`src/rtl/updown_sweep_ctrl.sv`:
```
// Sweep controller for an external up/down counter: clears it, seeks to the
// lower bound, then bounces between the latched limits for a requested number of sweeps.
module updown_sweep_ctrl #(
    parameter int WIDTH   = 5,
    parameter int SWEEP_W = 4
) (
    input  logic               clk,
    input  logic               reset,
    input  logic               start,
    input  logic               abort,
    input  logic [WIDTH-1:0]   lo_limit,
    input  logic [WIDTH-1:0]   hi_limit,
    input  logic [SWEEP_W-1:0] num_sweeps,
    input  logic [WIDTH-1:0]   cnt_in,
    output logic               cnt_reset,
    output logic               cnt_en,
    output logic               cnt_ctrl,
    output logic               busy,
    output logic               done,
    output logic               err,
    output logic [SWEEP_W-1:0] sweep_cnt
);

    typedef enum logic [2:0] {
        IDLE  = 3'd0,
        CLEAR = 3'd1,
        SEEK  = 3'd2,
        UP    = 3'd3,
        DOWN  = 3'd4,
        DONE  = 3'd5
    } state_t;

    state_t             state;
    state_t             state_next;
    logic [WIDTH-1:0]   lo_q;
    logic [WIDTH-1:0]   hi_q;
    logic [SWEEP_W-1:0] num_q;
    logic [SWEEP_W-1:0] sweep_inc;
    logic               start_ok;
    logic               at_lo;
    logic               at_hi;
    logic               accept;
    logic               reject;
    logic               sweep_step;

    assign start_ok  = (lo_limit < hi_limit) && (num_sweeps != '0);
    assign at_lo     = (cnt_in == lo_q);
    assign at_hi     = (cnt_in == hi_q);
    assign sweep_inc = sweep_cnt + SWEEP_W'(1);

    // Enable is purely combinational on the live counter value, so the counter
    // stops on the exact edge it reaches a limit instead of one step later.
    always_comb begin
        state_next = state;
        cnt_reset  = 1'b0;
        cnt_en     = 1'b0;
        cnt_ctrl   = 1'b0;
        accept     = 1'b0;
        reject     = 1'b0;
        sweep_step = 1'b0;
        case (state)
            IDLE: begin
                if (start) begin
                    if (start_ok) begin
                        accept     = 1'b1;
                        state_next = CLEAR;
                    end else begin
                        reject = 1'b1;
                    end
                end
            end
            CLEAR: begin
                cnt_reset  = 1'b1;
                state_next = SEEK;
            end
            SEEK: begin
                cnt_en = !at_lo;
                if (at_lo) state_next = UP;
            end
            UP: begin
                cnt_en = !at_hi;
                if (at_hi) state_next = DOWN;
            end
            DOWN: begin
                cnt_ctrl = 1'b1;
                cnt_en   = !at_lo;
                if (at_lo) begin
                    sweep_step = 1'b1;
                    state_next = (sweep_inc == num_q) ? DONE : UP;
                end
            end
            DONE: begin
                state_next = IDLE;
            end
            default: begin
                state_next = IDLE;
            end
        endcase
        // Abort wins over everything, including the final sweep count update.
        if (abort && (state != IDLE)) begin
            state_next = IDLE;
            sweep_step = 1'b0;
        end
    end

    assign busy = (state != IDLE);
    assign done = (state == DONE);

    always_ff @(posedge clk or posedge reset) begin
        if (reset) begin
            state     <= IDLE;
            lo_q      <= '0;
            hi_q      <= '0;
            num_q     <= '0;
            sweep_cnt <= '0;
            err       <= 1'b0;
        end else begin
            state <= state_next;
            err   <= reject;
            if (accept) begin
                lo_q      <= lo_limit;
                hi_q      <= hi_limit;
                num_q     <= num_sweeps;
                sweep_cnt <= '0;
            end else if (sweep_step) begin
                sweep_cnt <= sweep_inc;
            end
        end
    end

endmodule
```
`config.mk`:
```
export PLATFORM = sky130hd
export DESIGN_NAME = updown_sweep_ctrl
export DESIGN_NICKNAME = d
export VERILOG_FILES = /design/src/rtl/updown_sweep_ctrl.sv
export SDC_FILE = /design/constraint.sdc
export NUM_CORES = 1
export LEC_CHECK = 0
export CORE_ASPECT_RATIO = 1.1
export CORE_UTILIZATION = 30
export CTS_CLUSTER_DIAMETER = 200
export DETAILED_ROUTE_END_ITERATION = 6
export GPL_ROUTABILITY_DRIVEN = 0
export PLACE_DENSITY_LB_ADDON = 0.1
export RECOVER_POWER = 50
export SLEW_MARGIN = 40
export SYNTH_ARGS = -nofsm -noshare
export SYNTH_HDL_FRONTEND = slang
export SYNTH_SLANG_ARGS = --single-unit
```
`constraint.sdc`:
```
create_clock -name clk -period 2.6 [get_ports clk]
set_clock_uncertainty 0.15 [all_clocks]
set_input_delay 0.65 -clock clk [delete_from_list [all_inputs] [get_ports clk]]
set_output_delay 0.65 -clock clk [all_outputs]
set_load 0.05 [all_outputs]
```
==> results.toml, run 1 <==
[global_route]
grt_pass1_vias = 1108
grt_usage = 0.141
grt_start_max_net_pins = 23
antenna_found_initial = 0
grt_pass1_wl_um = 5030
gr-total-overflow = 0

[timing]
slew-limit-headroom = 0.174
fin_crit_ns = 2.50
finalHoldViolations = 0
finalSetupViolCount = 0
fmax_mhz = 399
setup_ws_ns = 0.0951
whs_ns = 0.367
slew_violations = 0
worst_slew_pin_slew_ns = 1.24
finalCritPeriodShare = 0.963

[worst_setup_path]
crit_family = "buffers and inverters"
worst_setup_path_start_kind = "primary input"
worstPathMaxFanout = 5
r2r_slack_ns = 0.34
r2r_start = "lo_q[1]$_DFFE_PP0P_"
arrival_ns = 2.50
path_class = "primary input to flip-flop"
crit_buf_inv = 4
r2r-end = "sweep_cnt[3]$_DFFE_PP0P_"
critPathMostFrequentCell = "buf_4"
cpMaxStageDelayCell = "clkdlybuf4s50_1"
path_cells = "clkdlybuf4s50_1 -> nor4_1 -> buf_4 -> a211oi_2 -> o2111ai_1 -> buf_4 -> buf_4 -> mux2_2"
end_kind = "flip-flop"
reg2reg_depth = 8
required_ns = 2.60
critical-path-max-stage-delay_ns = 0.43

[hold_path]
hp-class = "flip-flop to flip-flop"
worstHoldStart = "hi_q[2]$_DFFE_PP0P_"
worstHoldEndpoint = "hi_q[2]$_DFFE_PP0P_"
min_path_cells = 2

[pwr]
powerDensity_nw_per_um2 = 854
switching_power_mw = 0.586
swShare = 0.365
power_frac_seq = 0.362
p_int_mw = 1.02
clock_power_share = 0.155
ir_drop_mv = 0.298
combPwrFrac = 0.483
leakage_nw = 0.831

[placement]
dp_cells = 219
place_area_um2 = 1750
pre_cts_ws_ns = -0.280
dp_hpwl_um = 2250
port_buffers = 32

[clock_tree]
cts.clk_slew.worst_paths_ns = 0.08
h-tree-depth = 1
cts-root-buf = "clkbuf_8"
cts_sinks = 22
numCtsBuffers = 3
cts.path.max_buffers = 2
cts_tree = "built"
clk_latency_ns = 0.26

[finish]
drive_above_1_share = 0.271
fin_area_um2 = 1880
area_growth_pct = 45.3
nets = 206
instances_no_fill = 229
post-route-util = 0.463
antenna_cells = 0
fillers = 393

[yosys]
syn-num-nets = 157
synth_area_leaders = "dfrtp_1, mux2_2, xnor2_1"
syn_area_per_cell_um2 = 10.0
syn_inst = 129
synth_seq_cells = 22
ys_seq_area_frac = 0.426
synth_area_um2 = 1290
synth_top_cell_area_share = 0.426
ys_warn_count = 0
synth.distinct_cells = 32
synth_top_cell_by_area = "dfrtp_1"

[route]
antenna_left = 0
vias = 1061
via_per_inst = 4.63
wl_um = 2900
routedWlPerCell_um = 12.7
remaining_drc_errors = 0
drt_iter0_markers = 36
drt-pass1-iter-count = 5

[floorplan]
die_w_um = 64.6
io_pins = 33
die_y_um = 70.8
start_util = 0.319
die_area_um2 = 4580
rows = 24
core_region_area_um2 = 4050

[run]
maxCapViolCount = 0

[outcome]
outcome = "finished, final reports clean"
what timing repair did:
item,in CTS,in global routing
gates cloned,0,0
setup buffers,7,0
pin swaps,6,10
setup endpoints to repair,1,4
hold buffers,0,0
endpoints found under the hold margin,0,0
gates resized for setup,7,19
per-stage QoR:
step	total power [mW]	setup TNS, ns
finish	1.60	0
global placement	1.25	-2.63
detailed placement	1.27	-2.82
CTS	1.59	0
global route	1.72	-0.00380
floorplan	1.03	0
power by group through the flow:
stage | clock, mW | combinational, mW | sequential (mW)
6_report | 0.249 | 0.774 | 0.581
5_1_grt | 0.274 | 0.847 | 0.602
4_1_cts | 0.259 | 0.753 | 0.573
3_5_place_dp | 0 | 0.688 | 0.579
3_3_place_gp | 0 | 0.677 | 0.575
2_1_floorplan | 0 | 0.484 | 0.544
worst min-delay path: cells and delay by family, from the launching register on:
kind	cells	cell delay, ns
flops	1	0.38
simple gates	1	0.05
compound gates	1	0.06
worst max path at each step:
| stage | startpoint | cells past startpoint | slack (ns) | endpoint |
|---|---|---|---|---|
| floorplan | state[2]$_DFFE_PP0P_ | 2 | 0.05 | cnt_reset |
| global placement | cnt_in[3] | 5 | -0.26 | cnt_en |
| detailed placement | cnt_in[2] | 6 | -0.28 | cnt_en |
| CTS | cnt_in[3] | 5 | 0.02 | cnt_en |
| global route | cnt_in[2] | 6 | -0.004 | cnt_en |
| finish | num_sweeps[0] | 8 | 0.1 | num_q[1]$_DFFE_PP0P_ |
cells by family after synthesis:
family,share of synthesized area
AND/OR/NAND/NOR,0.164
flip-flops,0.426
AO/OA/AOI/OAI,0.101
XOR/XNOR,0.115
buffers and inverters,0.0513
multiplexers,0.0949
adder cells (fa/ha/maj),0.0484
state kept, by name, summed over array words and instances, names as in the netlist:
name	flops
err	1
num_q	4
state	3
lo_q	5
hi_q	5
sweep_cnt	4
area by class of cell:
type | instances | area, µm² | share of cell area
clock buffer | 4 | 55.1 | 0.0293
inverter | 8 | 30.0 | 0.0160
multi-input combinational | 93 | 741 | 0.394
sequential | 22 | 551 | 0.293
tap | 52 | 65.1 | 0.0346
timing repair buffer | 50 | 437 | 0.233
cell usage after synthesis (all sizes together):
master   instances
buf              4
nand4            1
o31ai            1
o2111ai          1
clkbuf           2
a21oi            3
mux2            10
mux2i            1
nand3            4
nor3             5
xnor2           12
a211oi           2
nand2b           4
nand2            9
ha               5
inv              8
o21ai            8
or4              1
and3b            1
xor2             5
nor4b            1
o311a            1
and3             1
and2             1
nor4             2
nor2             7
a211o            3
dfrtp           22
nor3b            3
o211ai           1
routing by layer:
layer	vias to the layer above	part of all wire	global-route usage
li1	541	-	-
met3	2	0.026	0.0194
met2	17	0.48	0.242
met4	0	0.0066	0.0444
met1	501	0.49	0.181
met5	-	0	0
layout by cell type, fill, tap and decap left out, types with 5 or more instances in the layout:
master,count
nor3_1,5
clkbuf_2,5
mux2_2,10
ha_1,5
xnor2_1,12
nor2_1,7
clkdlybuf4s50_1,21
o21ai_0,7
nand2_1,9
buf_4,17
inv_1,8
dfrtp_1,22
Note: power is estimated with default switching activity, not from simulation.
==> inputs of run 2 (changes only) <==
--- a/config.mk
+++ b/config.mk
@@ -6,7 +6,7 @@
 export NUM_CORES = 1
 export LEC_CHECK = 0
 export CORE_ASPECT_RATIO = 1.1
-export CORE_UTILIZATION = 30
+export CORE_UTILIZATION = 48
 export CTS_CLUSTER_DIAMETER = 200
 export DETAILED_ROUTE_END_ITERATION = 6
 export GPL_ROUTABILITY_DRIVEN = 0
==> run 2 against run 1 <==
  * Sequential share of layout area up 0.56 points
  * Power increased by 0.47%
  * Die area down 37%
  * Sequential cell count is the same
  * Worst hold slack gained 0.028 ns
  * Fmax decreased by 1.5%
  * Critical path depth decreased by 1
  * Design area fell by 1.9%
  * Worst setup slack worse by 0.038 ns
  * Sequential power hardly changed
  * Final cell count shrank 8.7%
  * Register-to-register slack worse by 0.14 ns
  * Critical path type is now primary input to output port
  * Largest cell class unchanged
==> results.toml, run 2 (synthesized netlist as in run 1, its figures left out) <==
[timing]
finalCritPeriodShare = 0.978
finalSetupViolCount = 0
fmax_mhz = 393
slew-limit-headroom = 0.232
fin_crit_ns = 2.54
finalHoldViolations = 0
slew_violations = 0
worst_slew_pin_slew_ns = 1.15
rsz0062_at_grt = "no"

[pwr]
leakage_nw = 0.826
powerDensity_nw_per_um2 = 874
swShare = 0.365
ir_drop_mv = 0.666
power_frac_seq = 0.360
switching_power_mw = 0.589
combPwrFrac = 0.479
p_int_mw = 1.02
design_power_total_mw = 1.61
clock_power_share = 0.161

[finish]
nets = 207
drive_above_1_share = 0.281
biggestRegsByFlops = "hi_q: 5 flops, lo_q: 5 flops"
fillers = 206
layout_commonest_cell = "dfrtp_1"
area_growth_pct = 42.6
antenna_cells = 0
layout_common_cells = "dfrtp_1, clkdlybuf4s50_1, buf_4, xnor2_1, mux2_2"
fin_area_um2 = 1840

[worst_setup_path]
path_class = "primary input to output port"
r2r_slack_ns = 0.20
end_kind = "output port"
crit_buf_inv = 3
required_ns = 1.80
critical-path-max-stage-delay_ns = 0.30
r2r-end = "sweep_cnt[3]$_DFFE_PP0P_"
arrival_ns = 1.74
worstPathMaxFanout = 2
reg2reg_depth = 8
crit_family = "simple AND/OR/NAND/NOR gates"
worst_setup_path_start_kind = "primary input"
r2r_start = "lo_q[1]$_DFFE_PP0P_"
cpMaxStageDelayCell = "nor4_4"
path_cells = "clkbuf_2 -> xnor2_1 -> nand2_1 -> nor4_4 -> o31ai_2 -> buf_4 -> buf_12"

[placement]
port_buffers = 32
dp_hpwl_um = 2190
place_area_um2 = 1720

[clock_tree]
cts_tree = "built"
hold_buffers = 0
cts.path.max_buffers = 2
cts.clk_slew.worst_paths_ns = 0.13
cts_sinks = 22
clk_latency_ns = 0.31
cts-root-buf = "clkbuf_4"
numCtsBuffers = 3
h-tree-depth = 1

[hold_path]
hp-class = "flip-flop to flip-flop"
worstHoldStart = "num_q[1]$_DFFE_PP0P_"
worstHoldEndpoint = "num_q[1]$_DFFE_PP0P_"
min_path_cells = 1

[global_route]
antenna_found_initial = 0
global_route.usage.met3 = 0.0298
gr-total-overflow = 0
grt_util_met2 = 0.388
grt_util_met1 = 0.251
grt_usage = 0.218
grt.busiest_layer = "met2"
grt_start_max_net_pins = 23
grt_pass1_vias = 1110
grt_pass1_wl_um = 4700

[route]
remaining_drc_errors = 0
drt-pass1-iter-count = 4
antenna_left = 0
routedWlPerCell_um = 13.8
wl_um = 2880
vias = 1117
drt_iter0_markers = 18
via_per_inst = 5.34

[floorplan]
io_pins = 33
core_region_area_um2 = 2520
die_area_um2 = 2900
die_y_um = 56.4
die_w_um = 51.5
rows = 19
start_util = 0.513

[outcome]
outcome = "finished, final reports clean"

[run]
maxCapViolCount = 0
## run 2: cell count changes in the layout (fill, tap and decap cells not counted), sizes merged
cell and change:
buf +1, bufinv +1, clkbuf -2, dlygate4sd2 +1
## run 2: area by class of cell
type | instances | area (µm²) | share of cell area
Clock buffer | 3 | 22.5 | 0.0122
Clock inverter | 1 | 30.0 | 0.0163
Inverter | 8 | 30.0 | 0.0163
Multi-Input combinational cell | 93 | 743 | 0.403
Sequential cell | 22 | 551 | 0.299
Tap cell | 31 | 38.8 | 0.0210
Timing Repair Buffer | 51 | 428 | 0.232
## run 2: through the flow
step / hold WS, ns / util / std cells / TNS, ns / setup WS (ns)
6_report: 0.396 / 0.731 / 209 / 0 / 0.0567
5_1_grt: 0.415 / 0.731 / 209 / 0 / 0.0110
4_1_cts: 0.371 / 0.716 / 207 / 0 / 0.0167
3_5_place_dp: 0.343 / 0.683 / 199 / -3.53 / -0.283
3_3_place_gp: 0.332 / 0.683 / 199 / -3.58 / -0.248
2_1_floorplan: 0.319 / - / 129 / 0 / 0.0477
## run 2: how the worst max path moves through the flow
stage / from / endpoint / slack, ns / cells after the start
global route: hi_q[2]$_DFFE_PP0P_ / cnt_en / 0.01 / 6
CTS: cnt_in[1] / cnt_en / 0.02 / 7
floorplan: state[2]$_DFFE_PP0P_ / cnt_reset / 0.05 / 2
finish: cnt_in[0] / cnt_en / 0.06 / 7
detailed placement: cnt_in[0] / cnt_en / -0.28 / 6
global placement: hi_limit[4] / lo_q[1]$_DFFE_PP0P_ / -0.25 / 7
## run 2: worst register-to-register path, stage by stage, from the launching register on
cell and delay [ns]:
dfrtp_1 0.40, xnor2_1 0.18, nand3_1 0.16, clkbuf_4 0.17, buf_4 0.12, buf_4 0.13, or4_1 0.53, and2_4 0.20
a211o_1 0.28
## run 2: power groups by stage
stage	clock (mW)	combinational, mW	sequential, mW
floorplan	0	0.484	0.544
global placement	0	0.661	0.573
detailed placement	0	0.683	0.579
CTS	0.267	0.725	0.571
global route	0.282	0.837	0.596
finish	0.260	0.771	0.580
## run 2: what timing repair did
| item | 4_1_cts | 5_1_grt |
|---|---|---|
| gates resized for setup | 9 | 18 |
| setup endpoints to repair | 2 | 6 |
| setup buffers | 4 | 2 |
| pin swaps | 4 | 10 |
## run 2: per-layer routing
layer  vias to the layer above  share of wire
met5                         -              0
met4                         0          0.021
met3                         7          0.034
met2                        33           0.55
met1                       531           0.39
li1                        546              -
==> RTL change 1: new RTL, settings of run 2 <==
The parameter `WIDTH` goes from 5 to 7.
--- a/src/rtl/updown_sweep_ctrl.sv
+++ b/src/rtl/updown_sweep_ctrl.sv
@@ -1,7 +1,7 @@
 // Sweep controller for an external up/down counter: clears it, seeks to the
 // lower bound, then bounces between the latched limits for a requested number of sweeps.
 module updown_sweep_ctrl #(
-    parameter int WIDTH   = 5,
+    parameter int WIDTH   = 7,
     parameter int SWEEP_W = 4
 ) (
     input  logic               clk,
Interface: changed (resized cnt_in, hi_limit and lo_limit); port bits go from 33 to 39. The function was not compared with the original's and may differ.
==> RTL change 1 against run 2 <==
The run now ends with DRC, setup timing left. Wire length grew 34%. Sequential share of layout area shrank 2.4 points. Highest routed layer unchanged. Via count grew 22%. Critical path type is now input pin to register. Sequential cell count grew 4. Critical path depth grew 1. Setup slack lost 58 ps. Die area grew 27%. Critical endpoint is now lo_q[3]. Power grew 29%. Core utilization shrank 2.0 points. Cell area grew 29%. Sequential power grew 25%. Synthesized cell count grew 13%. Area after synthesis grew 28%. Global-route usage grew 0.89 points.
==> RTL change 1: results (changes against run 2) <==
[placed_design]
place_area_mm2=0.00215  ; +25%
dp_hpwl_um=2770  ; +27%
place_worst_setup_slack_ps=-404  ; -121 ps
portBuffers=38  ; +19%
placed_cells=243  ; +22%

[power_and_ir_drop]
irDropWorstVdd_v=0.000416  ; -38%
leakagePower_nw=1.16  ; +40%

[finish]
layout-drive-gt1-share=0.352  ; +0.0712
nFillCells=252  ; +22%
instances_no_fill=261  ; +25%
nNetsFinal=250  ; +21%

[critical_path]
critical_path.max_stage_delay_ps=440  ; +140 ps
cp_slowest_cell=clkdlybuf4s50_1
worstPathArrival_ps=2680  ; +940 ps
crit_path_max_fanout=8  ; +6
r2r_start=state[0]

[sta]
setup_tns_ps=-1.66  ; -1.66 ps
worst_pin_slew_ps=1430  ; +277 ps
setup_ws_ps=-1.66  ; -58.4 ps
setup_viol=1  ; +1

[routing]
dr.first_iter.drc_count=60  ; +42
vias_per_cell=5.21  ; -2.6%
routed_wl_um=3850  ; +34%
drc=4  ; +4
first_pass_iters=6  ; +2

[global_route]
antenna_found_initial=0  ; unchanged
grtUsageTotal=0.227  ; +0.00892
grt_pass1_wl_um=6420  ; +37%
grt_max_degree=27  ; +17%

[status]
violations=DRC, setup timing
status=complete, but fails checks

[synth]
ys_types=40  ; +25%
syn-num-nets=182  ; +16%
syn_inst=146  ; +13%
netlist_top_cells_count=26 x dfrtp_1, 19 x xnor2_1, 17 x mux2_4
synth.area.top_cells=dfrtp_1 39%, mux2_4 15%, xnor2_1 10%

[clock_tree]
clk_latency_ps=330  ; +20 ps

[min_path]
hp-start=lo_q[1]

-- RTL change 1: changes by cell type after synthesis, sizes merged, moves of 3 or more --
cell / before / now
mux2: 10 / 18
xnor2: 12 / 19
o21ai: 8 / 2
nand2: 9 / 4
dfrtp: 22 / 26
inv: 8 / 12
nor2: 7 / 3
a21oi: 3 / 6
-- RTL change 1: layer usage --
layer	global-route usage	share of wire
met5	0	0
met3	0.0246	0.040
met2	0.414	0.53
met4	0.0952	0.024
met1	0.262	0.41
-- RTL change 1: logic make-up (layout without fill, tap and decap cells) --
group	after synthesis	in the layout	synth area share
fa+ha+maj	7	7	0.0528
simple gates	33	33	0.116
xor+xnor	23	23	0.121
buf+inv	16	83	0.0558
compound gates	22	22	0.0950
flops	26	26	0.392
mux	19	19	0.167
-- RTL change 1: cell type report --
type                            instances  share of cell area
Tap cell                               48              0.0253
Multi-Input combinational cell        104               0.417
Clock buffer                            4              0.0153
Sequential cell                        26               0.275
Inverter                               12              0.0190
Timing Repair Buffer                   67               0.249
-- RTL change 1: timing repair --
| action | CTS | global route |
|---|---|---|
| resized for setup | 17 | 22 |
| setup buffers | 11 | 3 |
| pin swaps | 7 | 12 |
| endpoints found under the hold margin | 0 | 0 |
| hold buffers | 0 | 0 |
| endpoints found under the setup margin | 18 | 21 |
| gates cloned | 0 | 0 |
-- RTL change 1: final timing paths --
kind	cells after the start	endpoint	slack (ps)
setup reg to reg	13	state[2]	150
setup / recovery	8	lo_q[3]	-2
min in group asynchronous	3	hi_q[1]	940
hold / removal	1	lo_q[1]	400
hold reg to reg	1	lo_q[1]	400
max in group asynchronous	3	state[0]	430
-- RTL change 1: where the power goes --
group          internal (mW)  leakage [nW]  switching (mW)
clock network         0.0858        0.0210           0.123
logic                  0.639         0.815           0.505
registers              0.568         0.320           0.159
-- RTL change 1: through the flow --
stage | util | hold WS (ps)
final | 0.712 | 399
after global routing | 0.712 | 418
after CTS | 0.691 | 400
after detailed placement | 0.646 | 370
after global placement | 0.646 | 358
after floorplan | - | 351
-- RTL change 1: critical path, delay by kind of cell --
kind                       cells  cell delay [ps]
AOI/OAI and AO/OA              3              690
muxes                          1              300
adders and majority gates      1              220
buffers and inverters          2              640
and+or+nand+nor                1              170
==> RTL change 2: new RTL, config.mk and constraints of run 2 <==
Without the edit above. Register the inputs `start`, `abort`, `lo_limit`, `hi_limit`, `num_sweeps` and `cnt_in` before use, with the module's reset. The logic sees them one clock later.
--- a/src/rtl/updown_sweep_ctrl.sv
+++ b/src/rtl/updown_sweep_ctrl.sv
@@ -30,6 +30,31 @@
         DONE  = 3'd5
     } state_t;
 
+    logic start_q;
+    logic abort_q;
+    logic [WIDTH-1:0] lo_limit_q;
+    logic [WIDTH-1:0] hi_limit_q;
+    logic [SWEEP_W-1:0] num_sweeps_q;
+    logic [WIDTH-1:0] cnt_q;
+
+    always_ff @(posedge clk or posedge reset) begin
+        if (reset) begin
+            start_q      <= '0;
+            abort_q      <= '0;
+            lo_limit_q   <= '0;
+            hi_limit_q   <= '0;
+            num_sweeps_q <= '0;
+            cnt_q        <= '0;
+        end else begin
+            start_q      <= start;
+            abort_q      <= abort;
+            lo_limit_q   <= lo_limit;
+            hi_limit_q   <= hi_limit;
+            num_sweeps_q <= num_sweeps;
+            cnt_q        <= cnt_in;
+        end
+    end
+
     state_t             state;
     state_t             state_next;
     logic [WIDTH-1:0]   lo_q;
@@ -43,9 +68,9 @@
     logic               reject;
     logic               sweep_step;
 
-    assign start_ok  = (lo_limit < hi_limit) && (num_sweeps != '0);
-    assign at_lo     = (cnt_in == lo_q);
-    assign at_hi     = (cnt_in == hi_q);
+    assign start_ok  = (lo_limit_q < hi_limit_q) && (num_sweeps_q != '0);
+    assign at_lo     = (cnt_q == lo_q);
+    assign at_hi     = (cnt_q == hi_q);
     assign sweep_inc = sweep_cnt + SWEEP_W'(1);
 
     // Enable is purely combinational on the live counter value, so the counter
@@ -60,7 +85,7 @@
         sweep_step = 1'b0;
         case (state)
             IDLE: begin
-                if (start) begin
+                if (start_q) begin
                     if (start_ok) begin
                         accept     = 1'b1;
                         state_next = CLEAR;
@@ -97,7 +122,7 @@
             end
         endcase
         // Abort wins over everything, including the final sweep count update.
-        if (abort && (state != IDLE)) begin
+        if (abort_q && (state != IDLE)) begin
             state_next = IDLE;
             sweep_step = 1'b0;
         end
@@ -118,9 +143,9 @@
             state <= state_next;
             err   <= reject;
             if (accept) begin
-                lo_q      <= lo_limit;
-                hi_q      <= hi_limit;
-                num_q     <= num_sweeps;
+                lo_q      <= lo_limit_q;
+                hi_q      <= hi_limit_q;
+                num_q     <= num_sweeps_q;
                 sweep_cnt <= '0;
             end else if (sweep_step) begin
                 sweep_cnt <= sweep_inc;
Behaviour: not the same (Yosys sat finds a counterexample within 4 cycles, from zero or initial values and one cycle with reset high).
==> RTL change 2 against run 2 <==
Wire length up 9.8%. Area after synthesis up 44%. Cell area up 27%. Largest power group is now sequential cells. Sequential cell count up 21. Sequential power up 62%. Critical endpoint unchanged. Via count up 8.2%. Setup slack better by 28 ps. Core utilization down 9.8 points. Power up 30%. Clock power up 55%.
==> RTL change 2: results (changes against run 2) <==
[placed_design]
place_worst_setup_slack_ps=310  ; +593 ps
place_area_mm2=0.00223  ; +30%
dp_hpwl_um=2340  ; +7.2%

[routing]
routed_wl_um=3160  ; +9.8%
wl_per_cell_um=13.6  ; -1.1%
vias_per_cell=5.21  ; -2.5%

[synth]
syn_avg_cell_area_um2=13.2  ; +32%
yosys.area_share.xor_xnor=0.0942  ; -0.0210
synth_compound_area_frac=0.0653  ; -0.0354
netlist_top_cells_count=43 x dfrtp_1, 12 x xor2_1, 9 x nor2_1
yosysSeqAreaShare=0.579  ; +0.153
ys_types=35  ; +9.4%
synthAdderAreaFrac=0.0336  ; -0.0148
synth.area.top_cells=dfrtp_1 58%, xor2_1 5.7%, mux2_2 4.8%
synth_mux_area_frac=0.102  ; +0.00742

[power_and_ir_drop]
irDropWorstVdd_v=0.000453  ; -32%
leakagePower_nw=1.05  ; +27%
power.density_mw_per_mm2=897  ; +2.6%
switching_share=0.344  ; -0.0218

[finish]
nFillCells=318  ; +54%
layout-drive-gt1-share=0.181  ; -0.0996
nNetsFinal=209  ; +0.97%

[critical_path]
critical_path.max_stage_delay_ps=400  ; +100 ps
crit_path_max_fanout=5  ; +3
worstPathArrival_ps=1710  ; -30 ps

[clock_tree]
clockRootBuffer=clkbuf_8
clk_pin_slew_ps=80  ; -50 ps
cts_buffers=5  ; +2

[global_route]
grt_pass1_vias=1194  ; +7.6%
grtUsageTotal=0.178  ; -0.0404
grt_pass1_wl_um=5220  ; +11%

[sta]
slew_headroom=0.338  ; +0.106

[status]
status=completed

## RTL change 2: path summary, 6_finish.rpt
check	startpoint	endpoint	slack, ps	cells past startpoint
setup reg to reg	lo_limit_q[4]	hi_q[0]	400	6
hold reg to reg	hi_limit_q[2]	hi_q[2]	360	1
min in group asynchronous	reset	lo_limit_q[3]	950	3
max in group asynchronous	reset	state[2]	730	3
setup / recovery	lo_q[3]	cnt_en	90	5
hold / removal	hi_limit_q[2]	hi_q[2]	360	1
## RTL change 2: worst max-delay path, delay by kind of cell (launching register included)
| kind | cells | cell delay [ps] |
|---|---|---|
| DFF | 1 | 400 |
| and+or+nand+nor | 2 | 560 |
| AOI/OAI and AO/OA | 1 | 110 |
| xor gates and xnor gates | 1 | 170 |
| buffers and inverters | 1 | 170 |
## RTL change 2: layout make-up
class / instances / area (um^2) / area share
Sequential cell: 43 / 1080 / 0.461
Multi-Input combinational cell: 87 / 731 / 0.313
Timing Repair Buffer: 36 / 348 / 0.149
Clock buffer: 6 / 72.6 / 0.0311
Tap cell: 50 / 62.6 / 0.0268
Inverter: 8 / 30.0 / 0.0129
Clock inverter: 2 / 12.5 / 0.00536
## RTL change 2: layer usage
| metal | wire length (um) | GRT usage | share of wire |
|---|---|---|---|
| met1 | 1320 | 0.208 | 0.42 |
| met5 | 0 | 0 | 0 |
| met4 | 75 | 0.0778 | 0.024 |
| met3 | 125 | 0.0479 | 0.040 |
| met2 | 1640 | 0.303 | 0.52 |
## RTL change 2: cell families after synthesis
kind of cell,Yosys count
compound gates,15
xor+xnor,20
fa+ha+maj,5
buf+inv,11
simple gates,32
mux,15
flops,43
## RTL change 2: timing repair
item | CTS | global route
setup endpoints to repair | 1 | 1
hold buffers | 0 | 0
gates resized for setup | 1 | 1
pin swaps | 0 | 2
buffers inserted | 0 | 1
